===== src/rtl/lite16_pkg.sv =====
// lite16_pkg: shared definitions for the LITE-16 control path.
//   - instruction field bit positions and widths
//   - codeop constants (3'b111 is the compare-branch / halt escape)
//   - sequencer state encoding
//   - decoded-instruction record and sign-extension helpers
package lite16_pkg;

  localparam int INSTR_W = 16;
  localparam int IMM_W   = 8;
  localparam int OFF_W   = 4;

  // Instruction field bit positions
  localparam int CODEOP_HI = 15;
  localparam int CODEOP_LO = 13;
  localparam int RI_BIT    = 12;
  localparam int RD_HI     = 11;
  localparam int RD_LO     = 8;
  localparam int RA_HI     = 7;
  localparam int RA_LO     = 4;
  localparam int RB_HI     = 3;
  localparam int RB_LO     = 0;

  // Codeops other than CMP_BR_HALT are passed straight to the ALU.
  localparam logic [2:0] CMP_BR_HALT = 3'b111;

  typedef enum logic [2:0] {
    S_FETCH     = 3'd0,
    S_DECODE    = 3'd1,
    S_EXECUTE   = 3'd2,
    S_WRITEBACK = 3'd3,
    S_HALT      = 3'd4
  } state_e;

  typedef struct packed {
    logic [2:0]         codeop;
    logic               ri;
    logic [3:0]         rd;
    logic [3:0]         ra;
    logic [3:0]         rb;
    logic [INSTR_W-1:0] imm;     // sign-extended imm8
    logic [INSTR_W-1:0] offset;  // sign-extended branch offset (rd field)
    logic               is_branch;
    logic               is_halt;
    logic               is_wb;
  } decoded_t;

  function automatic logic [INSTR_W-1:0] sext_imm(input logic [IMM_W-1:0] v);
    return {{(INSTR_W-IMM_W){v[IMM_W-1]}}, v};
  endfunction

  function automatic logic [INSTR_W-1:0] sext_off(input logic [OFF_W-1:0] v);
    return {{(INSTR_W-OFF_W){v[OFF_W-1]}}, v};
  endfunction

endpackage


===== src/rtl/lite16_instr_decode.sv =====
// lite16_instr_decode: purely combinational instruction decoder.
//   ir  in  16  instruction register
//   dec out     decoded fields, sign-extended immediate and branch offset,
//               and is_branch / is_halt / is_wb classification
module lite16_instr_decode
  import lite16_pkg::*;
(
  input  logic [INSTR_W-1:0] ir,
  output decoded_t           dec
);

  logic special;

  assign special = (ir[CODEOP_HI:CODEOP_LO] == CMP_BR_HALT);

  always_comb begin
    // NOTE: every field gets a default first so no path leaves dec
    // unassigned, which would otherwise infer a latch.
    dec           = '0;
    dec.codeop    = ir[CODEOP_HI:CODEOP_LO];
    dec.ri        = ir[RI_BIT];
    dec.rd        = ir[RD_HI:RD_LO];
    dec.ra        = ir[RA_HI:RA_LO];
    dec.rb        = ir[RB_HI:RB_LO];
    dec.imm       = sext_imm(ir[IMM_W-1:0]);
    dec.offset    = sext_off(ir[RD_HI:RD_LO]);
    dec.is_branch = special && !ir[RI_BIT];
    dec.is_halt   = special &&  ir[RI_BIT];
    dec.is_wb     = !special;
    // Immediate forms use rd as the a-operand (rd <= rd op imm).
    if (ir[RI_BIT]) dec.ra = ir[RD_HI:RD_LO];
  end

endmodule


===== src/rtl/alu_sequencer.sv =====
// alu_sequencer: multi-cycle control FSM for the LITE-16 core.
// Fetches over a req/ack instruction-memory handshake, decodes, drives the
// register-file addresses and ALU controls, sequences writeback and takes
// compare-branches from alu_cmp.
//   clk, rst           clock, synchronous active-high reset
//   run                permits a new fetch (looked at only in FETCH)
//   imem_req/addr/ack/data  instruction-memory handshake; addr == pc
//   rf_ra/rb/rd_addr   register-file addresses (rd is also the write address)
//   rf_we              one-cycle write strobe in WRITEBACK
//   alu_codeop/ri/imm  ALU controls, updated on entry to EXECUTE
//   alu_cmp            ALU compare flag, sampled for branches
//   pc, halted, fault  program counter and stop status
module alu_sequencer
  import lite16_pkg::*;
#(
  parameter logic [15:0] RESET_PC      = 16'h0000,
  parameter int          FETCH_TIMEOUT = 255
) (
  input  logic        clk,
  input  logic        rst,
  input  logic        run,
  output logic        imem_req,
  output logic [15:0] imem_addr,
  input  logic        imem_ack,
  input  logic [15:0] imem_data,
  output logic [3:0]  rf_ra_addr,
  output logic [3:0]  rf_rb_addr,
  output logic [3:0]  rf_rd_addr,
  output logic        rf_we,
  output logic [2:0]  alu_codeop,
  output logic        alu_ri,
  output logic [15:0] alu_imm,
  input  logic        alu_cmp,
  output logic [15:0] pc,
  output logic        halted,
  output logic        fault
);

  localparam logic [15:0] TIMEOUT_LAST = 16'(FETCH_TIMEOUT - 1);

  state_e      state;
  logic [15:0] ir;
  logic [15:0] instr_addr;
  logic [15:0] wait_cnt;
  decoded_t    dec;

  lite16_instr_decode u_decode (
    .ir  (ir),
    .dec (dec)
  );

  // Register-file addresses follow IR, so they are valid from DECODE
  // through WRITEBACK and read as zero after reset (IR = 0).
  assign imem_addr  = pc;
  assign rf_ra_addr = dec.ra;
  assign rf_rb_addr = dec.rb;
  assign rf_rd_addr = dec.rd;

  // NOTE: all state here is updated with non-blocking assignments so every
  // register samples pre-edge values regardless of statement order.
  always_ff @(posedge clk) begin
    if (rst) begin
      state      <= S_FETCH;
      pc         <= RESET_PC;
      ir         <= '0;
      instr_addr <= '0;
      wait_cnt   <= '0;
      imem_req   <= 1'b0;
      rf_we      <= 1'b0;
      alu_codeop <= '0;
      alu_ri     <= 1'b0;
      alu_imm    <= '0;
      halted     <= 1'b0;
      fault      <= 1'b0;
    end else begin
      rf_we <= 1'b0;
      case (state)
        S_FETCH: begin
          if (imem_req && imem_ack) begin
            ir         <= imem_data;
            instr_addr <= pc;
            pc         <= pc + 16'd1;
            imem_req   <= 1'b0;
            wait_cnt   <= '0;
            state      <= S_DECODE;
          end else if (!run) begin
            // Dropping run also abandons a request that has not been acked.
            imem_req <= 1'b0;
            wait_cnt <= '0;
          end else if (imem_req) begin
            if (wait_cnt == TIMEOUT_LAST) begin
              fault    <= 1'b1;
              halted   <= 1'b1;
              imem_req <= 1'b0;
              state    <= S_HALT;
            end else begin
              wait_cnt <= wait_cnt + 16'd1;
            end
          end else begin
            imem_req <= 1'b1;
          end
        end
        S_DECODE: begin
          alu_codeop <= dec.codeop;
          alu_ri     <= dec.ri;
          alu_imm    <= dec.imm;
          state      <= S_EXECUTE;
        end
        S_EXECUTE: begin
          if (dec.is_wb) begin
            rf_we <= 1'b1;
            state <= S_WRITEBACK;
          end else if (dec.is_branch) begin
            // Target is relative to the branch itself, not to pc+1.
            if (alu_cmp) pc <= instr_addr + dec.offset;
            state <= S_FETCH;
          end else begin
            halted <= 1'b1;
            state  <= S_HALT;
          end
        end
        S_WRITEBACK: state <= S_FETCH;
        S_HALT:      state <= S_HALT;
        default:     state <= S_FETCH;
      endcase
    end
  end

endmodule

===== config.mk =====
export PLATFORM = sky130hd
export DESIGN_NAME = alu_sequencer
export DESIGN_NICKNAME = d
export VERILOG_FILES = /design/src/rtl/lite16_pkg.sv /design/src/rtl/lite16_instr_decode.sv /design/src/rtl/alu_sequencer.sv
export SDC_FILE = /design/constraint.sdc
export NUM_CORES = 1
export LEC_CHECK = 0
export ABC_AREA = 1
export CORE_UTILIZATION = 54
export DETAILED_ROUTE_END_ITERATION = 16
export PLACE_DENSITY = 0.91
export SLEW_MARGIN = 20
export SYNTH_ARGS = -nofsm -noshare
export SYNTH_HDL_FRONTEND = slang
export SYNTH_HIERARCHICAL = 1
export SYNTH_SLANG_ARGS = --single-unit

===== constraint.sdc =====
create_clock -name clk -period 4.6 [get_ports clk]
set_clock_uncertainty 0.05 [all_clocks]
set_input_delay 0.92 -clock clk [delete_from_list [all_inputs] [get_ports clk]]
set_output_delay 0.92 -clock clk [all_outputs]
set_load 0.005 [all_outputs]

==> results of run 1 <==
==> registers in the layout (all words and copies together) (netlist names), 3 cells and up <==
register,cells
alu_codeop,3
alu_imm,16
imem_addr,16
instr_addr,16
ir,16
state,3
wait_cnt,16
==> worst max-delay path, delay by kind of cell, from the launching register on <==
kind                   cells  cell delay [ns]
flip-flops                 1             0.77
buffers and inverters      1             0.51
AND/OR/NAND/NOR            2             0.22
==> power by group <==
part           internal [mW]  leakage [nW]  total (mW)  switching (mW)
Combinational          0.153          1.54       0.340           0.187
Sequential             0.828         0.737       0.873          0.0448
Clock                  0.211        0.0982       0.529           0.319
Total                   1.19          2.38        1.74           0.550
==> routing by layer <==
layer  GRT usage  vias to the layer above  share of wire
met2       0.415                      189           0.46
met4       0.104                        0          0.029
met3      0.0520                       30          0.057
met1       0.308                     2302           0.45
met5           0                        -              0
li1            -                     2563              -
==> area by class of cell <==
class                      count  area share
clock buffer                   9      0.0204
inverter                      67      0.0414
sequential                    91       0.300
timing repair buffer          90       0.148
multi-input combinational    545       0.452
clock inverter                 7      0.0109
tap                          133      0.0274
==> how the worst max path moves through the flow <==
stage	startpoint	endpoint	slack, ns	cells past startpoint
2_1_floorplan	imem_ack	wait_cnt[15]	2.51	10
3_3_place_gp	imem_ack	imem_addr[12]	1.44	9
3_5_place_dp	imem_ack	imem_addr[12]	1.39	9
6_report	ir[11]	rf_ra_addr[3]	1.75	3
5_1_grt	imem_ack	imem_addr[7]	1.57	10
4_1_cts	ir[11]	rf_ra_addr[3]	1.74	3
==> per-stage QoR <==
stage | hold WS, ns | util | cell area (um2)
finish | 0.412 | 0.624 | 6070
global route | 0.434 | 0.624 | 6070
CTS | 0.413 | 0.624 | 6070
detailed placement | 0.397 | 0.605 | 5880
global placement | 0.394 | 0.605 | 5880
floorplan | 0.395 | - | 5410
==> flow_metrics.env, run 1 <==
export IMPL_status="completed"
export IMPL_worst_pin_slew_ns=0.939
export IMPL_diodes=0
export IMPL_mostFrequentLayoutCells="nand2_1 (162), nor2_1 (93), dfxtp_1 (91), clkdlybuf4s50_1 (88), a21oi_1 (78)"
export IMPL_ys_warnings_count=6
export IMPL_clockRootBuffer="clkbuf_8"
export IMPL_design_die_area_mm2=0.0104
export IMPL_finalCriticalPeriod_ns=2.85
export IMPL_holdCritStartpoint="halted"
export IMPL_vias=5084
export IMPL_grt_pass1_wl_um=20500
export IMPL_avgSynthCellArea_um2=6.82
export IMPL_holdPathStages=2
export IMPL_firstDrtPassIters=6
export IMPL_reg2reg_depth=6
export IMPL_mostFrequentLayoutCell="nand2_1"
export IMPL_dpl_cell_count=926
export IMPL_timing_max_cap_violations=0
export IMPL_critical_path_arrival_ns=1.88
export IMPL_fmax_mhz=351
export IMPL_worst_setup_path_type="flip-flop to output port"
export IMPL_gp_congestion=0.885
export IMPL_synth_cell_area_mm2=0.00541
export IMPL_multi_input_area_mm2=0.00275
export IMPL_fin_total_pwr_mw=1.74
export IMPL_vdd_ir_drop_max_uv=151
export IMPL_crit_path_top_delay_cell="dfxtp_1"
export IMPL_rsz0062_at_grt="no"
export IMPL_p_leak_nw=2.38
export IMPL_fin_cells=942
export IMPL_postCtsSetupBuffers=0
export IMPL_insertion_delay_ns=0.38
export IMPL_io_pins=89
export IMPL_cts_max_level=3
export IMPL_syn_nets=833
export IMPL_critPathLaunchType="flip-flop"
export IMPL_r2r_end="imem_addr[1]"
export IMPL_min_path_type="flip-flop to flip-flop"
export IMPL_slew_headroom=0.372
export IMPL_hold_viol=0
export IMPL_timing_final_ws_setup_ns=1.75
export IMPL_cts_sinks=91
export IMPL_worst_hold_path_endpoint="halted"
export IMPL_grt_pass1_vias=4498
export IMPL_pre_cts_ws_ns=1.39
export IMPL_power_density_mw_per_mm2=287
export IMPL_die_w_um=102
export IMPL_cts_resized=0
export IMPL_wl_per_cell_um=13.3
export IMPL_worstPathCellList="nand2_1 -> nand2_1 -> clkdlybuf4s50_1"
export IMPL_setup_tns_ns=0
export IMPL_grt_antenna_before_repair=0
export IMPL_drive_above_1_share=0.0593
export IMPL_die_height_um=102
export IMPL_period_share=0.619
export IMPL_cts_buffers_inserted=9
export IMPL_postRouteAntennaNets=0
export IMPL_syn_inst=793
export IMPL_seqCellArea_mm2=0.00182
export IMPL_crit_path_end_kind="output port"
export IMPL_drt_initial_drc_count=412
export IMPL_drc=0
export IMPL_clk_path_buf_depth=2
export IMPL_setup_violations=0
export IMPL_timing_rr_start="state[2]"
export IMPL_ctsHoldBuffers=0
export IMPL_final_max_slew_viol_count=0
export IMPL_grt_max_degree=49
export IMPL_syn2layout_area_growth_pct=12.4
export IMPL_clk_pin_slew_worst_paths_ns=0.10
export IMPL_required_ns=3.63
export IMPL_rows=36
export IMPL_initial_utilization=0.556
export IMPL_dp_hpwl_um=8900
export IMPL_cpMostUsedCell="nand2_1"
export IMPL_cts_tree="yes"
export IMPL_n_fill_cell=883
export IMPL_grt_overflow=0
export IMPL_fin_nets=844
export IMPL_core_area_mm2=0.00973
export IMPL_io_buffers=88
export IMPL_slowest_delay_ns=0.77
export IMPL_viasPerCell=5.40
export IMPL_cp_max_fo=16
export IMPL_drt_total_wl_um=12500
export IMPL_r2r_slack_ns=1.95
export IMPL_grt_usage=0.247
Note: power is estimated with default switching activity, not from simulation.
==> run 2, diff against run 1 <==
- clock period: 4.6 -> 2.7 ns (I/O delays scaled with it)
==> run 2 against run 1 <==
Compared with the run above:
- count of clock-buffer cells in the layout is the same
- flip-flop and latch count unchanged
- die area unchanged
- clock power increased by 85%
- design area up 1.4%
- sequential power grew 70%
- combinational power rose by 76%
==> flow_metrics.env, run 2 (synthesis results as in run 1) <==
export IMPL_crit_path_top_delay_cell="dfxtp_1"
export IMPL_wl_per_cell_um=13.4
export IMPL_final_max_slew_viol_count=0
export IMPL_vdd_ir_drop_max_uv=273
export IMPL_p_sw_frac=0.304
export IMPL_cts_resized=0
export IMPL_rsz0062_at_grt="no"
export IMPL_io_pins=89
export IMPL_ctsHoldBuffers=0
export IMPL_pre_cts_ws_ns=0.300
export IMPL_io_buffers=88
export IMPL_grt_pass1_vias=4549
export IMPL_timing_max_cap_violations=0
export IMPL_dp_hpwl_um=8980
export IMPL_firstDrtPassIters=5
export IMPL_clockRootBuffer="clkbuf_8"
export IMPL_grt_usage=0.253
export IMPL_rows=36
export IMPL_grt_pass1_wl_um=21100
export IMPL_drt_total_wl_um=12700
export IMPL_core_area_mm2=0.00973
export IMPL_fin_total_pwr_mw=3.06
export IMPL_grt_max_degree=47
export IMPL_critPathLaunchType="flip-flop"
export IMPL_mostFrequentLayoutCell="nand2_1"
export IMPL_clockPowerShare=0.319
export IMPL_power_density_mw_per_mm2=497
export IMPL_syn2layout_area_growth_pct=13.9
export IMPL_grt_antenna_before_repair=0
export IMPL_viasPerCell=5.44
export IMPL_worst_setup_path_type="flip-flop to output port"
export IMPL_grt_overflow=0
export IMPL_p_leak_nw=2.42
export IMPL_timing_final_ws_setup_ns=0.357
export IMPL_finalCriticalPeriod_ns=2.34
export IMPL_initial_utilization=0.556
export IMPL_insertion_delay_ns=0.36
export IMPL_seq_power_share=0.485
export IMPL_mostFrequentLayoutCells="nand2_1 (162), nor2_1 (93), dfxtp_1 (91), clkdlybuf4s50_1 (88), a21oi_1 (78)"
export IMPL_fmax_mhz=427
export IMPL_hold_viol=0
export IMPL_setup_tns_ns=0
export IMPL_cts_sinks=91
export IMPL_required_ns=2.11
export IMPL_clk_path_buf_depth=2
export IMPL_design_die_area_mm2=0.0104
export IMPL_slowest_delay_ns=0.64
export IMPL_cp_max_fo=11
export IMPL_period_share=0.868
export IMPL_gp_congestion=0.885
export IMPL_diodes=0
export IMPL_worstPathCellList="buf_4 -> clkdlybuf4s50_1"
export IMPL_fin_nets=851
export IMPL_n_fill_cell=871
export IMPL_postCtsSetupBuffers=0
export IMPL_clk_pin_slew_worst_paths_ns=0.10
export IMPL_critical_path_arrival_ns=1.75
export IMPL_power_switching_mw=0.932
export IMPL_cts_buffers_inserted=9
export IMPL_postRouteAntennaNets=0
export IMPL_worst_pin_slew_ns=0.609
export IMPL_vias=5166
export IMPL_p_comb_frac=0.196
export IMPL_drt_initial_drc_count=282
export IMPL_p_int_mw=2.13
export IMPL_status="completed"
export IMPL_min_path_type="flip-flop to flip-flop"
export IMPL_die_w_um=102
export IMPL_slew_headroom=0.594
export IMPL_drc=0
export IMPL_crit_path_end_kind="output port"
export IMPL_die_height_um=102
export IMPL_drive_above_1_share=0.0674
export IMPL_setup_violations=0
export IMPL_cts_tree="yes"
export IMPL_cts_max_level=3
==> run 2: changes by cell type in the layout (fill, tap and decap cells not counted) <==
cell,before,now
clkinv_4,3,0
bufinv_16,0,1
buf_12,0,1
clkinvlp_4,0,3
buf_4,2,8
inv_6,2,1
==> run 2: power by group through the flow <==
stage | sequential [mW] | clock, mW | combinational (mW)
6_report | 1.48 | 0.977 | 0.600
5_1_grt | 1.49 | 1.04 | 0.668
4_1_cts | 1.48 | 0.992 | 0.598
3_5_place_dp | 1.52 | 0 | 0.595
3_3_place_gp | 1.51 | 0 | 0.584
2_1_floorplan | 1.50 | 0 | 0.409
==> run 2: stage by stage <==
stage | cell area (um2) | cells | hold WS [ns] | utilization
after floorplan | 5410 | 793 | 0.395 | -
after global placement | 5950 | 933 | 0.396 | 0.611
after detailed placement | 5950 | 933 | 0.398 | 0.611
after CTS | 6160 | 949 | 0.418 | 0.633
after global routing | 6160 | 949 | 0.433 | 0.633
final | 6160 | 949 | 0.416 | 0.633
==> run 2: final timing paths <==
check / start / end / slack (ns) / cells after the start
setup reg to reg: ir[11] / imem_addr[7] / 0.41 / 12
setup / recovery: ir[11] / rf_rd_addr[3] / 0.36 / 2
hold reg to reg: halted / halted / 0.42 / 2
hold / removal: halted / halted / 0.42 / 2
==> run 2: routing by layer <==
layer | routed length, um | share of wire | GRT usage | vias up
met5 | 0 | 0 | 0 | -
met2 | 6030 | 0.47 | 0.436 | 186
met1 | 5780 | 0.45 | 0.321 | 2370
met4 | 204 | 0.016 | 0.0835 | 0
met3 | 735 | 0.058 | 0.0445 | 19
li1 | - | - | - | 2591
==> run 2: area by class of cell <==
class,count,area [um2],share of cell area
Multi-Input combinational cell,545,2750,0.446
Clock buffer,9,124,0.0201
Sequential cell,91,1820,0.296
Inverter,67,251,0.0409
Clock inverter,7,83.8,0.0136
Timing Repair Buffer,97,961,0.156
Tap cell,133,166,0.0270
==> run 2: worst max-delay path: cells and delay by family, from the launching register on <==
family | cells | cell delay, ns
DFF | 1 | 0.64
buffers and inverters | 2 | 0.75
